`config.mk`:
```
export PLATFORM = sky130hd
export DESIGN_NAME = conv_sched
export DESIGN_NICKNAME = d
export VERILOG_FILES = /design/src/rtl/conv_pkg.sv /design/src/rtl/conv_pix_cnt.sv /design/src/rtl/conv_sched.sv
export SDC_FILE = /design/constraint.sdc
export NUM_CORES = 1
export LEC_CHECK = 0
export ABC_AREA = 1
export CAP_MARGIN = 5
export CORE_AREA = 3 3 64 66
export DETAILED_ROUTE_END_ITERATION = 8
export DIE_AREA = 0 0 67 69
export GPL_TIMING_DRIVEN = 0
export HOLD_SLACK_MARGIN = 0.02
export PLACE_DENSITY = 0.67
export REMOVE_ABC_BUFFERS = 1
export SYNTH_ARGS = -nofsm -noshare
export SYNTH_HDL_FRONTEND = slang
export SYNTH_SLANG_ARGS = --single-unit
export TNS_END_PERCENT = 10
```
`constraint.sdc`:
```
create_clock -name clk -period 1.45 [get_ports clk]
set_input_delay 0.2175 -clock clk [delete_from_list [all_inputs] [get_ports clk]]
set_output_delay 0.2175 -clock clk [all_outputs]
set_load 0.01 [all_outputs]
```
`src/rtl/conv_pkg.sv`:
```
// Shared scheduler types: FSM state encoding and the stall decode.
// No latency or backpressure of its own; used by conv_sched.
package conv_pkg;

    typedef enum logic [3:0] {
        ST_IDLE,
        ST_FILL,
        ST_CTRL_REQ,
        ST_CTRL_ACK,
        ST_CTRL_RUN,
        ST_CIM_RUN,
        ST_FUNC_REQ,
        ST_FUNC_ACK,
        ST_FUNC_RUN,
        ST_DONE
    } conv_state_t;

    // Only IDLE and FILL let the previous layer write into the ibufs.
    function automatic logic state_stalls(input conv_state_t s);
        return !(s == ST_IDLE || s == ST_FILL);
    endfunction

endpackage

```
`src/rtl/conv_pix_cnt.sv`:
```
// Raster col/row counter for accepted pixels; win_vld is combinational from the current position.
// Advances one step per adv cycle, clr wins over adv; no backpressure of its own.
module conv_pix_cnt #(
    parameter int img_width  = 28,
    parameter int kernel_dim = 5
) (
    input  logic clk,
    input  logic rst,
    input  logic clr,
    input  logic adv,
    output logic win_vld
);

    localparam int cw = (img_width > 1) ? $clog2(img_width) : 1;

    logic [cw-1:0] col;
    logic [cw-1:0] row;

    always_ff @(posedge clk) begin
        if (rst || clr) begin
            col <= '0;
            row <= '0;
        end else if (adv) begin
            if (col == cw'(img_width - 1)) begin
                col <= '0;
                row <= (row == cw'(img_width - 1)) ? '0 : row + cw'(1);
            end else begin
                col <= col + cw'(1);
            end
        end
    end

    // The pixel at this position is the bottom-right corner of a full window.
    assign win_vld = (row >= cw'(kernel_dim - 1)) && (col >= cw'(kernel_dim - 1));

endmodule

```
`src/rtl/conv_sched.sv`:
```
// Convolution layer scheduler: ibuf fill -> ctrl -> crossbar -> func per window, counted per frame.
// All outputs registered (one cycle from inputs); o_stall holds the previous layer off outside FILL.
module conv_sched
    import conv_pkg::*;
#(
    parameter int img_width  = 28,
    parameter int kernel_dim = 5,
    localparam int out_dim   = img_width - kernel_dim + 1,
    localparam int cnt_w     = $clog2(out_dim * out_dim + 1)
) (
    input  logic             clk,
    input  logic             rst,
    input  logic             i_start,
    input  logic             i_pixel_we,
    output logic             o_stall,
    input  logic             i_ctrl_busy,
    input  logic             i_cim_busy,
    input  logic             i_func_busy,
    input  logic             i_next_busy,
    output logic             o_ctrl_start,
    output logic             o_func_start,
    output logic             o_busy,
    output logic             o_done,
    output logic             o_overrun,
    output logic [cnt_w-1:0] o_win_cnt
);

    conv_state_t state;
    conv_state_t nxt;

    logic accept;
    logic win_vld;
    logic frame_go;
    logic win_fin;

    // o_busy/o_stall are registered decodes of state, so this matches "state == FILL".
    assign accept   = i_pixel_we && o_busy && !o_stall;
    assign frame_go = (state == ST_IDLE) && i_start;
    assign win_fin  = (state == ST_FUNC_RUN) && !i_func_busy;

    conv_pix_cnt #(
        .img_width  (img_width),
        .kernel_dim (kernel_dim)
    ) u_pix_cnt (
        .clk     (clk),
        .rst     (rst),
        .clr     (frame_go),
        .adv     (accept),
        .win_vld (win_vld)
    );

    always_comb begin
        nxt = state;
        case (state)
            ST_IDLE:     if (i_start)                      nxt = ST_FILL;
            ST_FILL:     if (accept && win_vld)            nxt = ST_CTRL_REQ;
            ST_CTRL_REQ: if (!i_ctrl_busy && !i_func_busy) nxt = ST_CTRL_ACK;
            ST_CTRL_ACK: if (i_ctrl_busy)                  nxt = ST_CTRL_RUN;
            ST_CTRL_RUN: if (!i_ctrl_busy)                 nxt = ST_CIM_RUN;
            ST_CIM_RUN:  if (!i_cim_busy)                  nxt = ST_FUNC_REQ;
            ST_FUNC_REQ: if (!i_next_busy && !i_func_busy) nxt = ST_FUNC_ACK;
            ST_FUNC_ACK: if (i_func_busy)                  nxt = ST_FUNC_RUN;
            ST_FUNC_RUN: begin
                if (!i_func_busy)
                    nxt = (o_win_cnt + cnt_w'(1) == cnt_w'(out_dim * out_dim)) ? ST_DONE : ST_FILL;
            end
            ST_DONE:                                       nxt = ST_IDLE;
            default:                                       nxt = ST_IDLE;
        endcase
    end

    // Outputs are registered from the next state so they line up with the state they describe.
    always_ff @(posedge clk) begin
        if (rst) begin
            state        <= ST_IDLE;
            o_busy       <= 1'b0;
            o_stall      <= 1'b0;
            o_ctrl_start <= 1'b0;
            o_func_start <= 1'b0;
            o_done       <= 1'b0;
            o_overrun    <= 1'b0;
            o_win_cnt    <= '0;
        end else begin
            state        <= nxt;
            o_busy       <= (nxt != ST_IDLE);
            o_stall      <= state_stalls(nxt);
            o_ctrl_start <= (state == ST_CTRL_REQ) && (nxt == ST_CTRL_ACK);
            o_func_start <= (state == ST_FUNC_REQ) && (nxt == ST_FUNC_ACK);
            o_done       <= (nxt == ST_DONE);
            o_overrun    <= o_overrun || (i_pixel_we && !accept);
            if (frame_go)
                o_win_cnt <= '0;
            else if (win_fin)
                o_win_cnt <= o_win_cnt + cnt_w'(1);
        end
    end

endmodule

```
# Word-level counts from Yosys, hierarchy flattened
# Index checks and enable logic that the tools add are counted.
[op_classes]
addsub = 3
magnitude_cmp = 2
n_eq_ne = 15
n_mux = 13
n_reduce_logical = 25
[op_table]
columns = ["operator", "count"]
rows = [
  ["two-way mux 4 bit", 10],
  ["one-hot mux 4 bit (9 select lines)", 1],
  ["== test 4 x 3 -> 1 bit, second input constant", 5],
  ["== test 4 x 2 -> 1 bit, second input constant", 3],
  ["logical AND 1 bit", 11],
  ["adder 10 x 1 -> 10 bit, second input constant", 1],
  ["adder 5 x 1 -> 5 bit, second input constant", 2],
  ["== test 10 bit, second input constant", 1],
  ["== test 5 bit, second input constant", 2],
  [">= comparator 5 x 3 -> 1 bit, second input constant", 2],
  ["two-way mux 5 bit", 2],
  ["== test 4 x 1 -> 1 bit, second input constant", 2],
  ["== test 4 bit, second input constant", 2],
  ["logical NOT 4 bit", 2],
  ["logical NOT 1 bit", 6],
  ["nonzero test 4 bit", 1],
  ["logical OR 1 bit", 3],
  ["AND reduction 2 bit", 1],
  ["OR reduction 2 bit", 1],
]
[word_totals]
reg_bits = 30
inputBits = 8
out_inout_bits = 16
wordCells = 68

# Logic depth before layout (Yosys ltp)
# Gate-level depths: netlist (run 1).
[depth]
depth_word = 8
depth_mapped = 12
depth_no_buf = 12

# Hierarchy
# A second synthesis (run 1) with hierarchy kept.
[unflattened]
cells_unflattened = 256
hier_area_um2 = 1689.1
[modules_own_cells]
columns = ["mod", "n_inst", "cells_each", "area_each_um2", "seq_area_each_um2"]
rows = [
  ["conv_sched", 1, 169, 1087.3, 400.4],
  ["conv_pix_cnt", 1, 87, 601.8, 200.2],
]

# Worst setup path before layout (run 1)
# OpenSTA, ideal clock, no wires.
[synth_path]
kind = "register -> register"
from = "register o_win_cnt[0]"
to = "register o_busy"
setup_ns = 0.062
arrival_ns = 1.385
required_time_ns = 1.388
path_slack_ns = 0.004
path_stages_with_launch = 12
path_buffers = 0
synth_period_minus_slack_ns = 1.446
cell_sequence = "dfxtp_1 > ha_1 > nand2_1 > nor2_1 > nand3_1 > nor2_1 > nand2_1 > nor2_1 > nand3_1 > nand2_1 > nand2_2 > nand3_1"
[synth_via]
elab_chain_len = 6
[synth_rtl]
columns = ["element", "line_no", "text"]
rows = [
  ["start: declaration", "conv_sched.sv:25", "output logic [cnt_w-1:0] o_win_cnt"],
  ["start signal: assignment", "conv_sched.sv:94", "o_win_cnt <= o_win_cnt + cnt_w'(1);"],
  ["adder 10 x 1 -> 10 bit", "conv_sched.sv:65", "nxt = (o_win_cnt + cnt_w'(1) == cnt_w'(out_dim * out_dim)) ? ST_DONE : ST_FILL;"],
  ["== test 10 bit", "conv_sched.sv:65", ""],
  ["two-way mux 4 bit", "conv_sched.sv:65", ""],
  ["two-way mux 4 bit", "conv_sched.sv:64", "if (!i_func_busy)"],
  ["one-hot mux 4 bit (9 select lines)", "conv_sched.sv:54", "case (state)"],
  ["nonzero test 4 bit", "conv_sched.sv:85", "o_busy <= (nxt != ST_IDLE);"],
  ["end signal: assignment", "conv_sched.sv:85", ""],
  ["end: declaration", "conv_sched.sv:22", "output logic o_busy,"],
]
# No other way between the ends.
# A chain may end at the register's enable or synchronous reset.

# Worst setup path in the final report (run 1)
[layout_path]
from = "input i_pixel_we"
to = "register u_pix_cnt.row[4]"
[layout_via]
elab_chain_len = 3
[layout_rtl]
columns = ["element", "line_no", "text"]
rows = [
  ["start: declaration", "conv_sched.sv:14", "input logic i_pixel_we,"],
  ["logical AND 1 bit (2 in a row)", "conv_sched.sv:37", "assign accept = i_pixel_we && o_busy && !o_stall;"],
  ["AND reduction 2 bit (no line)", "n/a", ""],
  ["end signal: assignment", "conv_pix_cnt.sv:26", "row <= (row == cw'(img_width - 1)) ? '0 : row + cw'(1);"],
  ["end: declaration", "conv_pix_cnt.sv:17", "logic [cw-1:0] row;"],
]
# No other way between the ends.

==> flow_metrics.py, run 1 <==
metrics = {
    "placement": {
        "gp_congestion": 0.912,
        "post_dp_cell_area_um2": 1900,
        "io_buffers": 23,
        "dp_hpwl_mm": 2.55,
        "dp_cells": 307,
        "dp_slack_ns": -0.332,
    },
    "global_route": {
        "grt_pass1_wl_mm": 5.91,
        "grtUsageTotal_pct": 16.3,
        "grt_pass1_vias": 1448,
        "overflow": 0,
        "antenna_found_initial": 0,
        "grt_max_degree": 13,
    },
    "finish": {
        "layout_common_cells": "nand2_1, inv_1, nor2_1",
        "fin_cells": 323,
        "diodes": 0,
        "layout_commonest_cell": "nand2_1",
        "fillers": 329,
        "drive_gt1_share_pct": 22.9,
        "syn2layout_area_growth_pct": 34.6,
        "design_area_um2": 2190,
        "nets": 287,
    },
    "clock_tree": {
        "cts.clk_slew.worst_paths_ns": 0.07,
        "cts_buffers": 5,
        "htreeDepth": 2,
        "cts_tree": "yes",
        "insertion_delay_ns": 0.29,
        "clock_sinks": 30,
        "clockBufferDepth": 2,
        "clockRootBuffer": "clkbuf_8",
        "hold_buffers": 0,
    },
    "run_status": {
        "status": "complete, but fails checks",
        "violations": "setup timing",
    },
    "worst_setup_path": {
        "criticalPathCategory": "input port to flop",
        "cp_slowest_cell": "clkdlybuf4s50_1",
        "endpoint_kind": "flop",
        "crit_fanout": 6,
        "crit_chain": "clkdlybuf4s50_1, nand2_2, nor2_4, inv_4, nor2_4, inv_4, nor3_4, and3_4, nor3_2",
        "critPathRequiredTime_ns": 1.63,
        "slowest_delay_ns": 0.49,
        "rrSetupSlack_ns": -0.01,
        "rr_startpoint": "u_pix_cnt.col[0]$_SDFFE_PP0P_",
        "reg2reg_depth": 7,
        "r2r-end": "u_pix_cnt.row[4]$_SDFFE_PP0P_",
        "startpoint_type": "input port",
        "cp.arrival_ns": 1.66,
    },
    "floorplanning": {
        "top_level_ports": 24,
        "die_h_um": 69,
        "die_w_um": 67,
        "initial_core_util_pct": 44.8,
        "rows": 22,
        "core_um2": 3630,
        "die-area_um2": 4620,
    },
    "route": {
        "wl_per_cell_um": 11.3,
        "dr.pass1.iters": 4,
        "drc_errors": 0,
        "totalWireLength_mm": 3.64,
        "viasPerCell": 4.96,
        "postRouteAntennaNets": 0,
        "drtIter0Drc": 91,
        "vias": 1601,
    },
    "power_and_ir_drop": {
        "vdd_drop_max_v": 0.000511,
        "p_leak_nw": 1.05,
        "fin_total_pwr_mw": 1.67,
        "p_per_area_nw_per_um2": 762,
    },
    "logic_synthesis": {
        "synth_area_um2": 1630,
        "ys_ff_latch": 30,
        "ys_seq_area_share_pct": 36.9,
        "ys_types": 28,
        "yosysWarningCount": 0,
        "postSynthAreaPerCell_um2": 6.83,
        "syn_inst": 238,
    },
    "worst_hold_path": {
        "min_path_type": "flop to flop",
        "hold_depth": 2,
        "min_to": "o_overrun$_SDFF_PP0_",
        "worstHoldStart": "o_overrun$_SDFF_PP0_",
    },
    "timing": {
        "max_freq_mhz": 675,
        "timing.slew.headroom_pct": 76.6,
        "skew_ns": 0.00498,
        "hold_slack_ns": 0.470,
        "setup_violations": 1,
        "rsz0062_at_grt": "yes",
        "worst_slack_ns": -0.0320,
        "finalCritPeriodShare_pct": 102,
        "tightest_slew_ns": 0.349,
        "slew_violations": 0,
        "post-route-min-period_ns": 1.48,
        "hold_viol_final": 0,
    },
    "run": {
        "drv_cap": 0,
    },
}
## state kept, by name, indices dropped and copies added (netlist names)
signal,count
o_win_cnt,10
u_pix_cnt.col,5
u_pix_cnt.row,5
state,4
o_busy,1
o_ctrl_start,1
o_done,1
o_func_start,1
o_overrun,1
o_stall,1
## cells in the mapped netlist
cell | count | area, um^2
nand2_1 | 54 | 203
a21oi_1 | 17 | 85.1
o21ai_0 | 12 | 60.1
inv_1 | 31 | 116
nand4_1 | 7 | 43.8
a21oi_2 | 1 | 8.76
nor3_2 | 1 | 10.0
o21bai_1 | 1 | 7.51
nor4_1 | 1 | 6.26
o211ai_1 | 1 | 7.51
dfxtp_1 | 30 | 601
buf_4 | 1 | 7.51
nor2_4 | 3 | 33.8
nand2_2 | 3 | 18.8
nor3_1 | 6 | 30.0
nand3_1 | 14 | 70.1
a211oi_1 | 2 | 15.0
nor3_4 | 1 | 16.3
inv_2 | 7 | 26.3
nand3_2 | 1 | 10.0
xor2_1 | 2 | 17.5
buf_2 | 1 | 5.00
o21ai_1 | 3 | 15.0
and3_1 | 1 | 6.26
nor2_2 | 5 | 31.3
nor3b_1 | 3 | 22.5
nor2_1 | 24 | 90.1
ha_1 | 5 | 62.6
## worst max path at each step
stage | slack (ns) | from | cells past startpoint | to
3_5_place_dp | -0.33 | i_pixel_we | 9 | u_pix_cnt.row[4]$_SDFFE_PP0P_
5_1_grt | -0.14 | o_win_cnt[0]$_SDFFE_PP0P_ | 11 | o_busy$_SDFF_PP0_
3_3_place_gp | -0.30 | i_pixel_we | 9 | u_pix_cnt.row[4]$_SDFFE_PP0P_
6_report | -0.03 | i_pixel_we | 9 | u_pix_cnt.row[4]$_SDFFE_PP0P_
2_1_floorplan | 0.004 | o_win_cnt[0]$_SDFFE_PP0P_ | 11 | o_busy$_SDFF_PP0_
4_1_cts | -0.04 | i_pixel_we | 9 | u_pix_cnt.row[4]$_SDFFE_PP0P_
## per-layer routing
metal,track usage (%),vias to the layer above,wire [um]
li1,-,847,-
met1,20.8,715,1700
met2,24.8,33,1670
met3,5.86,6,203
met4,6.31,0,60
met5,0,-,0
## cell families after synthesis
logic type      share of synthesized area (%)
compound gates                           12.2
xor+xnor                                 1.08
fa+ha+maj                                3.85
buf+inv                                  9.54
flops                                    36.9
simple gates                             36.4
## where the power goes
group	total, mW	internal, mW	switching [mW]	leakage, nW
registers	0.839	0.828	0.0107	0.249
logic	0.112	0.0481	0.0638	0.752
clock network	0.718	0.381	0.337	0.0472
## final cells by class
cell class              instances  area, um^2  area share [%]
multi-input cells             168         953            43.5
flip-flops and latches         30         623            28.5
repair buffers                 31         308            14.1
inverters                      38         150            6.86
clock buffers                   6        82.6            3.77
well taps                      48        60.1            2.74
clock inverters                 2        12.5           0.571
## metrics by stage
| step | utilization [%] | TNS (ns) |
|---|---|---|
| after floorplan | - | 0 |
| after global placement | 52.4 | -3.91 |
| after detailed placement | 52.4 | -4.16 |
| after CTS | 56.1 | -0.0518 |
| after global routing | 60.3 | -0.736 |
| final | 60.3 | -0.0320 |
## worst max-delay path: cells and delay by family
family / cells / cell delay, ns
simple gates: 6 / 0.80
buf+inv: 3 / 0.63
## what timing repair did
item / CTS / global route
pin swaps: 0 / 11
hold endpoints to repair: 0 / 0
resized for setup: 17 / 30
setup buffers: 1 / 7
endpoints found under the setup margin: 16 / 19
gates cloned: 0 / 0
(Power assumes the default switching activity.)
==> run 2, diff against run 1 <==
Settings changed: ABC_CLOCK_PERIOD_IN_PS set to 1450.
==> results of run 2 <==
Final layout, timing and power as in run 1 (identical DEF).
==> RTL edit, RTL diff (flow settings as in run 2) <==
The 10 states of `conv_state_t` get a Gray code encoding in 4 bits.
--- a/src/rtl/conv_pkg.sv
+++ b/src/rtl/conv_pkg.sv
@@ -3,16 +3,16 @@
 package conv_pkg;
 
     typedef enum logic [3:0] {
-        ST_IDLE,
-        ST_FILL,
-        ST_CTRL_REQ,
-        ST_CTRL_ACK,
-        ST_CTRL_RUN,
-        ST_CIM_RUN,
-        ST_FUNC_REQ,
-        ST_FUNC_ACK,
-        ST_FUNC_RUN,
-        ST_DONE
+        ST_IDLE     = 4'b0000,
+        ST_FILL     = 4'b0001,
+        ST_CTRL_REQ = 4'b0011,
+        ST_CTRL_ACK = 4'b0010,
+        ST_CTRL_RUN = 4'b0110,
+        ST_CIM_RUN  = 4'b0111,
+        ST_FUNC_REQ = 4'b0101,
+        ST_FUNC_ACK = 4'b0100,
+        ST_FUNC_RUN = 4'b1100,
+        ST_DONE     = 4'b1101
     } conv_state_t;
 
     // Only IDLE and FILL let the previous layer write into the ibufs.
Check against the original RTL: no difference found for any inputs over 10 cycles, from zero or initial values and one cycle with rst high; not proved beyond that.
==> RTL edit against run 2 <==
Sequential cell count did not move. Routed wire length fell by 2.0%. Power fell by 6.2%. Setup slack improved by 0.0096 ns. The run still ends with setup timing left. Final cell count fell by 6.2%. Area after synthesis fell by 2.6%. Count of clock-buffer cells in the layout fell by 1. Largest cell class unchanged. Final area fell by 6.6%.
==> RTL edit: results (changes against run 2) <==
Outcome
  • Status: finished, violations left
  • Failing checks: setup timing

Power and ir drop
  • Seq pwr share: 0.532 (+0.029)
  • Max VDD drop: 0.4855 mV (-5.0%)
  • Pleak: 0.0009264 uW (-12%)
  • Seq pwr: 833 uW (-0.7%)
  • Int Pwr: 1189 uW (-5.4%)
  • Clock Power Share: 0.403 (-0.027)

Final layout
  • Buffering overhead: 0.1254 (-0.01519)
  • Footprint of the multi-input gates: 878.3 um^2 (-7.9%)
  • Multi-input gates: 152 (-9.5%)
  • Layout Nets: 269 (-6.3%)
  • Logic inverters: 40 (+5.3%)
  • Multi-input combinational area share: 0.4294 (-0.006070)
  • Sequential share of cell area: 0.3028 (+0.01818)
  • Number of fill cells: 382 (+16%)
  • Non-clk bufs: 26 (-16%)
  • Layout clock buffers: 5 (-1)
  • Clk tree area frac: 0.03853 (-0.004896)

Timing
  • Post-route setup TNS: -0.05001 ns (-0.01806 ns)
  • Clock skew: 0.009141 ns (+0.004164 ns)
  • Final hold slack: 0.2693 ns (-0.2011 ns)
  • Slew @ Worst Pin: 0.2568 ns (-0.09198 ns)
  • Final Setup Violations: 3 (+2)
  • Post-route setup slack: -0.02237 ns (+0.009583 ns)

Global route
  • First-pass GRT wire length: 6203 um (+4.9%)
  • Largest net degree at the start of global routing: 15 (+2)
  • Met1 Use GR: 0.2139 (+0.005634)
  • Met3 Usage GRT: 0.04397 (-0.01466)
  • Total GRT Usage: 0.1691 (+0.005804)

Clock network
  • # resized after CTS: 20 (+3)

Drt
  • DRT Pass-1 Iters: 6 (+2)
  • DR WL met2: 1708 um (+2.2%)
  • Met3 WL: 160 um (-21%)
  • Vias: 1523 (-4.9%)
  • Initial DRC Count: 62 (-32%)
  • WL/cell: 11.78 um (+4.5%)
  • DRT met1 WL: 1645 um (-3.4%)

Place
  • Post-DP HPWL: 2432 um (-4.7%)
  • Placed cell areas: 1859 um^2 (-2.4%)
  • Placer Congestion: 0.8739 (-4.2%)
  • Number of instances in the placed design: 293 (-4.6%)

Yosys
  • Synth cell count leaders: inv_1, nand2_1, dfxtp_1
  • Synth top area cells: dfxtp_1, inv_1, nand2_1
  • Gate Count Post-Synth: 224 (-5.9%)

Worst setup path
  • Worst-path maximum fanout: 5 (-1)
  • CP max stage cell: dfxtp_4
  • Max stage delay on crit path: 0.38 ns (-0.11 ns)
RTL edit: cell count changes in the layout (fill, tap and decap cells not counted), moves of 3 or more:
cell,run 2,this run
dfxtp_1,18,21
nand2_1,52,33
dlymetal6s2s_1,8,4
dfxtp_2,9,6
dlygate4sd2_1,2,5
buf_4,8,3
inv_1,30,36
o21ai_0,11,15
nor2_1,23,19
RTL edit: cell families after synthesis:
family / synth area share
AO/OA/AOI/OAI: 0.1288
AND/OR/NAND/NOR: 0.3239
adder cells (fa/ha/maj): 0.04739
buffers and inverters: 0.1043
XOR/XNOR: 0.01659
flip-flops: 0.3791
RTL edit: path summary, 6_finish.rpt:
| kind | depth (start not counted) | start | endpoint |
|---|---|---|---|
| hold reg to reg | 2 | o_overrun | o_overrun |
| hold / removal | 2 | rst | state[3] |
| setup / recovery | 11 | o_win_cnt[0] | o_busy |
| setup reg to reg | 11 | o_win_cnt[0] | o_busy |
